## src/rtl/led_serial_param.sv

```systemverilog
// Nibble-serial LED-64/LED-128 encryption core with configurable serial I/O width.
// Optional block counter output blk_cnt is enabled by defining LED_BLOCK_CNT_EN.
module led_serial_param #(
  parameter int KEY_BITS = 128,
  parameter int SERIAL_W = 1
) (
  input  logic                clk,
  input  logic                reset_n,
  input  logic [SERIAL_W-1:0] keyi,
  input  logic [SERIAL_W-1:0] datai,
  output logic [SERIAL_W-1:0] dataq,
  input  logic                loadkey,
  input  logic                loadpt,
  input  logic                getct,
  input  logic                start,
  output logic                busy,
  output logic                done,
  output logic                err
`ifdef LED_BLOCK_CNT_EN
  ,
  output logic [15:0]         blk_cnt
`endif
);

  generate
    if (!(KEY_BITS == 64 || KEY_BITS == 128)) begin : g_bad_key_bits
      $error("led_serial_param: KEY_BITS must be 64 or 128");
    end
    if (!(SERIAL_W == 1 || SERIAL_W == 2 || SERIAL_W == 4 || SERIAL_W == 8)) begin : g_bad_serial_w
      $error("led_serial_param: SERIAL_W must be 1, 2, 4 or 8");
    end
  endgenerate

  localparam int         STEPS     = (KEY_BITS == 64) ? 8 : 12;
  localparam logic [7:0] KS        = 8'(KEY_BITS);
  localparam logic [3:0] LAST_STEP = 4'(STEPS - 1);

  // state     | meaning
  // IDLE      | accept start / loadkey / loadpt / getct
  // INIT      | initial AddRoundKey, 16 nibble shifts
  // SBOX      | AddConstants + SubCells, 16 nibble shifts
  // SHIFTROW  | row i rotated left by i nibbles, rc advanced
  // MIXCOL    | 4 columns x (4 compute + 1 rotate)
  // NEXTROUND | round bookkeeping
  // ADDKEY    | end-of-step AddRoundKey, 16 nibble shifts
  // NEXTSTEP  | step bookkeeping, last one returns to IDLE
  typedef enum logic [2:0] {
    IDLE, INIT, SBOX, SHIFTROW, MIXCOL, NEXTROUND, ADDKEY, NEXTSTEP
  } fsm_t;

  fsm_t                fsm, fsm_nxt;
  logic [63:0]         st;
  logic [KEY_BITS-1:0] key;
  logic [5:0]          rc;
  logic [3:0]          cnt;
  logic [1:0]          col;
  logic [1:0]          rnd;
  logic [3:0]          stp;
  logic [3:0]          sb_in;
  logic [3:0]          mc_new;

  function automatic logic [3:0] sbox(input logic [3:0] x);
    logic [3:0] y;
    case (x)
      4'h0: y = 4'hC;
      4'h1: y = 4'h5;
      4'h2: y = 4'h6;
      4'h3: y = 4'hB;
      4'h4: y = 4'h9;
      4'h5: y = 4'h0;
      4'h6: y = 4'hA;
      4'h7: y = 4'hD;
      4'h8: y = 4'h3;
      4'h9: y = 4'hE;
      4'hA: y = 4'hF;
      4'hB: y = 4'h8;
      4'hC: y = 4'h4;
      4'hD: y = 4'h7;
      4'hE: y = 4'h1;
      default: y = 4'h2;
    endcase
    return y;
  endfunction

  function automatic logic [3:0] gm2(input logic [3:0] d);
    return {d[2], d[1], d[3] ^ d[0], d[3]};
  endfunction

  // idx is the row-major nibble position currently sitting at (0,0)
  function automatic logic [3:0] rcon(input logic [3:0] idx, input logic [5:0] r);
    logic [3:0] c;
    case (idx[1:0])
      2'd0: begin
        case (idx[3:2])
          2'd0:    c = KS[7:4];
          2'd1:    c = KS[7:4] ^ 4'h1;
          2'd2:    c = KS[3:0] ^ 4'h2;
          default: c = KS[3:0] ^ 4'h3;
        endcase
      end
      2'd1:    c = idx[2] ? {1'b0, r[2:0]} : {1'b0, r[5:3]};
      default: c = 4'h0;
    endcase
    return c;
  endfunction

  function automatic logic [15:0] rotl1(input logic [15:0] x);
    return {x[11:0], x[15:12]};
  endfunction

  assign sb_in  = st[63:60] ^ rcon(~cnt, rc);
  assign mc_new = gm2(gm2(st[63:60])) ^ st[47:44] ^ gm2(st[31:28]) ^ gm2(st[15:12]);

  always_ff @(posedge clk or negedge reset_n) begin
    if (!reset_n) fsm <= IDLE;
    else          fsm <= fsm_nxt;
  end

  always_comb begin
    fsm_nxt = fsm;
    case (fsm)
      IDLE:      if (start) fsm_nxt = INIT;
      INIT:      if (cnt == 4'd0) fsm_nxt = SBOX;
      SBOX:      if (cnt == 4'd0) fsm_nxt = SHIFTROW;
      SHIFTROW:  fsm_nxt = MIXCOL;
      MIXCOL:    if (cnt == 4'd0 && col == 2'd3) fsm_nxt = NEXTROUND;
      NEXTROUND: fsm_nxt = (rnd == 2'd3) ? ADDKEY : SBOX;
      ADDKEY:    if (cnt == 4'd0) fsm_nxt = NEXTSTEP;
      NEXTSTEP:  fsm_nxt = (stp == LAST_STEP) ? IDLE : SBOX;
      default:   fsm_nxt = IDLE;
    endcase
  end

  always_comb begin
    busy  = (fsm != IDLE);
    dataq = st[63 -: SERIAL_W];
  end

  always_ff @(posedge clk or negedge reset_n) begin
    if (!reset_n) begin
      st   <= '0;
      key  <= '0;
      rc   <= 6'h01;
      cnt  <= '0;
      col  <= '0;
      rnd  <= '0;
      stp  <= '0;
      done <= 1'b0;
      err  <= 1'b0;
    end else begin
      done <= 1'b0;
      case (fsm)
        IDLE: begin
          rc <= 6'h01;
          if (start) begin
            err <= 1'b0;
            cnt <= 4'd15;
            col <= '0;
            rnd <= '0;
            stp <= '0;
          end else if (loadkey) begin
            key <= {key[KEY_BITS-SERIAL_W-1:0], keyi};
          end else if (loadpt) begin
            st <= {st[63-SERIAL_W:0], datai};
          end else if (getct) begin
            st <= {st[63-SERIAL_W:0], {SERIAL_W{1'b0}}};
          end
        end
        INIT, ADDKEY: begin
          st  <= {st[59:0], st[63:60] ^ key[KEY_BITS-1 -: 4]};
          key <= {key[KEY_BITS-5:0], key[KEY_BITS-1 -: 4]};
          cnt <= cnt - 4'd1;
        end
        SBOX: begin
          st  <= {st[59:0], sbox(sb_in)};
          cnt <= cnt - 4'd1;
        end
        SHIFTROW: begin
          st  <= {st[63:48], st[43:32], st[47:44], st[23:16], st[31:24],
                  st[3:0], st[15:4]};
          rc  <= {rc[4:0], rc[5] ^ rc[4] ^ 1'b1};
          cnt <= 4'd4;
          col <= '0;
        end
        MIXCOL: begin
          if (cnt != 4'd0) begin
            st  <= {st[47:44], st[59:48], st[31:28], st[43:32], st[15:12], st[27:16],
                    mc_new, st[11:0]};
            cnt <= cnt - 4'd1;
          end else begin
            st  <= {rotl1(st[63:48]), rotl1(st[47:32]), rotl1(st[31:16]), rotl1(st[15:0])};
            cnt <= 4'd4;
            col <= col + 2'd1;
          end
        end
        NEXTROUND: begin
          rnd <= rnd + 2'd1;
          cnt <= 4'd15;
        end
        NEXTSTEP: begin
          stp <= stp + 4'd1;
          cnt <= 4'd15;
          if (stp == LAST_STEP) done <= 1'b1;
        end
        default: ;
      endcase
      if (busy && (start || loadkey || loadpt || getct)) err <= 1'b1;
    end
  end

`ifdef LED_BLOCK_CNT_EN
  always_ff @(posedge clk or negedge reset_n) begin
    if (!reset_n)                             blk_cnt <= '0;
    else if (fsm == NEXTSTEP && stp == LAST_STEP) blk_cnt <= blk_cnt + 16'd1;
  end
`endif

endmodule

```

## config.mk

```make
export PLATFORM = sky130hd
export DESIGN_NAME = led_serial_param
export DESIGN_NICKNAME = d
export VERILOG_FILES = /design/src/rtl/led_serial_param.sv
export SDC_FILE = /design/constraint.sdc
export NUM_CORES = 1
export LEC_CHECK = 0
export ABC_AREA = 0
export CORE_UTILIZATION = 65
export DETAILED_ROUTE_END_ITERATION = 6
export PLACE_DENSITY = 0.82
export SYNTH_ARGS = -nofsm -noshare
export SYNTH_HDL_FRONTEND = slang
export SYNTH_SLANG_ARGS = --single-unit
export TNS_END_PERCENT = 10
```

## constraint.sdc

```tcl
create_clock -name clk -period 4.3 [get_ports clk]
set_input_delay 0.86 -clock clk [delete_from_list [all_inputs] [get_ports clk]]
set_output_delay 0.86 -clock clk [all_outputs]
set_load 0.005 [all_outputs]
```

## Word-level counts from Yosys, hierarchy flattened

Memories as Yosys holds them, arrays and structs flattened.
Index checks and enable logic that the tools add are counted.

- Flip-flop bits (word level): 215
- Latch bits: 0
- Bits in writable memories: 0
- Bits in read-only memories: 64
- Bits of input ports: 8
- Logic and storage cells: 122
- Memories kept: 1

Memories:

| name | words | bits a word | read ports | clocked after memory_dff | write ports | line | RTL |
|---|---|---|---|---|---|---|---|
| (name not given) | 16 | 4 | 1 | 0 | 0 | 64 | `case (x)` |

- $add $sub $neg: 4
- $mul: 0
- Div/mod/pow operators: 0
- $lt $le $gt $ge: 0
- Eq/ne operators: 23
- Shift-type cells: 0
- Muxes and demuxes: 35
- Bitwise operators: 13
- Reduce and logical (&&, ||, !) cells: 33

Operator list:

| cell | number |
|---|---|
| two-way mux 64 bit | 5 |
| one-hot mux 64 bit (5 select lines) | 1 |
| two-way mux 128 bit | 2 |
| one-hot mux 128 bit (2 select lines) | 1 |
| one-hot mux 3 bit (8 select lines) | 1 |
| two-way mux 3 bit | 7 |
| one-hot mux 4 bit (5 select lines) | 1 |
| bitwise XOR 4 bit | 5 |
| != test 2 bit, second input constant | 9 |
| one-hot mux 4 bit (2 select lines) | 2 |
| AND reduction 5 bit | 3 |
| == test 3 bit, second input constant | 4 |
| two-way mux 4 bit | 3 |
| one-hot mux 4 bit (3 select lines) | 1 |
| one-hot mux 6 bit (2 select lines) | 1 |
| nonzero test 2 bit | 6 |
| nonzero test 4 bit | 2 |
| == test 2 bit, second input constant | 3 |
| == test 3 x 2 -> 1 bit, second input constant | 2 |
| two-way mux 2 bit | 3 |
| one-hot mux 2 bit (3 select lines) | 1 |
| AND reduction 2 bit | 3 |
| AND reduction 3 bit | 2 |
| AND reduction 6 bit | 1 |
| other kinds (22) | 39 |

## Longest topological paths before layout

An unclocked memory read counts as a cell.

- Depth after elaboration: 7
- Mapped depth: 12
- Mapped depth without buffers: 12

## Least setup slack after synthesis

Ideal clock, no wire load.

- Path type: register to register
- From: register cnt[0]
- To: register st[2]
- Setup time: 131 ps
- Arrival: 2311 ps
- Required time: 4169 ps
- Setup slack: 1859 ps
- Stages on the path, launching flop included: 11
- Path buffers: 0
- Period minus slack after synthesis: 2441 ps
- Cell sequence: dfrtp_1 > inv_1 > ha_1 > nand2b_1 > mux2_2 > and3_1 > inv_1 > ha_1 > o311a_1 > a211oi_1 > o211ai_1

- Word-level cells in the longest chain between the ends: 6
- Elaborated cells on any way between the ends: 10
- Those cells by class: eq/ne: 2; mux: 2; bitwise: 2; reduce/logical: 3; memory: 1

Ends and longest elaborated chain:

| item | line | RTL |
|---|---|---|
| start: declaration | 55 | `logic [3:0] cnt;` |
| start signal: assignment | 172 | `cnt <= cnt - 4'd1;` |
| start signal: assignment | 176 | `cnt <= cnt - 4'd1;` |
| start signal: assignment | 189 | `cnt <= cnt - 4'd1;` |
| inverter 4 bit | 111 | `assign sb_in = st[63:60] ^ rcon(~cnt, rc);` |
| == test 2 x 1 -> 1 bit / zero test 2 bit (equally long branches) | 92 | `case (idx[1:0])` |
| one-hot mux 4 bit (2 select lines) | 92 |  |
| bitwise XOR 4 bit | 111 |  |
| memory read (16 x 4 bit) | n/a |  |
| one-hot mux 64 bit (5 select lines) | 152 | `case (fsm)` |
| end signal: assignment | 164 | `st <= {st[63-SERIAL_W:0], datai};` |
| end signal: assignment | 166 | `st <= {st[63-SERIAL_W:0], {SERIAL_W{1'b0}}};` |
| end signal: assignment | 170 | `st <= {st[59:0], st[63:60] ^ key[KEY_BITS-1 -: 4]};` |
| end: declaration | 52 | `logic [63:0] st;` |

Parallel ways exist; a longest one is shown, timed or not.
A chain may end at the register's enable or synchronous reset.

## Worst setup path in the final report

- From: register fsm[2]
- To: output port busy

- Word-level cells in the longest chain between the ends: 1

Ends and longest elaborated chain:

| item | line | RTL |
|---|---|---|
| start: declaration | 51 | `fsm_t fsm, fsm_nxt;` |
| start signal: assignment | 116 | `else fsm <= fsm_nxt;` |
| nonzero test 3 bit | 135 | `busy = (fsm != IDLE);` |
| end: declaration | 16 | `output logic busy,` |

Every way passes these cells.

==> impl_metrics.csv <==
group,metric,value,unit
status,status,"completed",
clocking,clkTransAtPathRegs,60,ps
sta,final.setup.tns,0,ps
sta,finalMaxSlewViolations,0,
layout,n_fill_cell,1211,
detailed_routing,viasPerCell,6.42,
critical_path,cp_num_buf_inv,2,
die,die_width,132,microns
detailed_routing,first_pass_iters,7,
clocking,cts_tree,"done",
detailed_routing,drc_errors,0,
placed_design,port_buffers,11,
critical_path,crit_fanout,16,
synth,async_flop_share,1.00,
detailed_routing,drt_iter0_drc,1041,
critical_path,cp-start-kind,"flip-flop",
critical_path,critPathArrivalTime,2700,ps
global_routing,grt_usage,0.295,
sta,maxClockFrequency,281,MHz
die,ios,12,
critical_path,critical_path_required,3440,ps
die,dieArea,0.0173,sq mm
synth,synth_area,0.0109,sq mm
clocking,post_cts_buffers,0,
sta,skew,6.68,ps
layout,postLayoutCoreUtil,0.738,
sta,min_period,3560,ps
clocking,clk_latency,530,ps
critical_path,cp_slowest_stage_delay,650,ps
critical_path,r2r_start,"cnt[0]",
layout,syn2layout_area_growth,8.99,%
global_routing,grt_start_max_net_pins,102,
global_routing,grt_first_pass_wirelength,42.7,mm
clocking,htree_levels,1,
clocking,cts_buffers,23,
sta,slew_headroom,0.341,
die,die_y,132,microns
sta,fin_crit_sh,0.828,
die,start_util,0.677,
synth,ys_ff_latch,215,
global_routing,antenna_found_initial,0,
detailed_routing,vias,9407,
layout,drive_above_1_share,0.0688,
sta,hold_viol,0,
clocking,clockBufferDepth,3,
die,row_count,46,
placed_design,dpl.hpwl,15.6,mm
sta,setup_viol,0,
synth,avgSynthCellArea,8.48,sq um
clocking,cts_root_buf,"clkbuf_16",
synth,ys_types,67,
synth,synth_flop_cell,"dfrtp_1",
global_routing,grt_pass1_vias,8684,
layout,diodes,0,
detailed_routing,ant_nets,0,
detailed_routing,routedWlPerCell,17.1,microns
job,cap_violations,0,
clocking,cts_hold_buf,0,
critical_path,critPathKind,"flip-flop to primary output",
critical_path,slowest_stage,"nor3_2",
sta,rsz0062_at_grt,"no",
synth,ys_warn_count,0,
die,coreArea,0.0161,sq mm
synth,synth-edff-count,0,
placed_design,gp_congestion,0.928,
critical_path,worstPathCellList,"nor3_2, inv_1, clkdlybuf4s50_1",
sta,max_slew.worst_pin.slew,988,ps
critical_path,crit_path_end_kind,"primary output",
synth,ys_seq_area_frac,0.493,
synth,syn_nets,1301,
critical_path,crit_start,"fsm[2]",
layout,final_common_cell,"nand2_1",
clocking,cts_resized,0,
detailed_routing,routed_wl,25.1,mm
global_routing,grt_overflow,0,
layout,layout.nets,1249,
critical_path,cp_top_family,"buffers and inverters",
min_path,hold_class,"input port to asynchronous set/reset pin",
synth,syn_inst,1286,
layout,final_cell_mix,"nand2_1, dfrtp_1, nor2_1",
clocking,cts_sinks,215,
synthesized netlist by cell type (3+ instances only):
cell type  number  area share
nand2_1       328        0.11
dfrtp_1       214        0.49
nor2_1        178       0.061
a31oi_1       135       0.077
o21ai_0        64       0.029
clkbuf_1       61       0.021
buf_2          45       0.021
a21oi_1        33       0.015
a222oi_1       29       0.027
a22oi_1        23       0.016
a221oi_1       16       0.013
xnor2_1        14       0.011
inv_1          12      0.0041
nor3_1         10      0.0046
mux2i_1         9      0.0083
nand3_1         8      0.0037
xor2_1          8      0.0064
ha_1            7      0.0080
o31ai_1         7      0.0048
a22o_1          5      0.0040
buf_1           5      0.0017
mux2_2          4      0.0041
nand2b_1        4      0.0023
o22ai_1         4      0.0023
a211oi_1        3      0.0021
and2_1          3      0.0017
o211ai_1        3      0.0021
or2_2           3      0.0017
or3_1           3      0.0017
final cells by class:
class | count | area (sq um) | area share
inverter | 12 | 45.0 | 0.00379
sequential | 215 | 5380 | 0.453
clock inverter | 13 | 161 | 0.0136
tap | 216 | 270 | 0.0227
multi-input combinational | 947 | 5020 | 0.423
clock buffer | 28 | 634 | 0.0534
timing repair buffer | 35 | 370 | 0.0312
state kept, by name, summed over array words and instances, names as in the netlist:
name  cells
rnd       2
st       64
cnt       4
rc        6
fsm       3
err       1
done      1
stp       4
key     128
col       2
final timing paths:
kind                             to  slack, ps  cells after the start
setup / recovery               busy        740                      3
hold / removal               st[24]        360                      1
setup reg to reg              st[2]       1420                     11
hold reg to reg              col[1]        490                      1
max in group asynchronous  key[123]       2930                      2
min in group clk             col[1]        490                      1
cells by family after synthesis:
group	synth area share
and+or+nand+nor	0.202
AOI/OAI and AO/OA	0.216
DFF	0.493
buffers and inverters	0.0482
xor gates and xnor gates	0.0197
muxes	0.0124
adders and majority gates	0.00803
metal layers:
metal / GRT usage / share of wire
met5: 0 / 0
met4: 0.100 / 0.032
met3: 0.0409 / 0.064
met2: 0.468 / 0.48
met1: 0.420 / 0.43
metrics by stage:
step / hold WS (ps) / cells / setup slack [ps] / area [sq um]
floorplan: 453 / 1286 / 1860 / 10900
global placement: 464 / 1425 / 1180 / 11100
detailed placement: 487 / 1425 / 1100 / 11100
CTS: 392 / 1466 / 754 / 11900
global route: 430 / 1466 / 631 / 11900
finish: 361 / 1466 / 740 / 11900
Power is left out: the tool's default activity adds up to more than one toggle a clock period on the data nets, which glitch-free logic cannot reach.
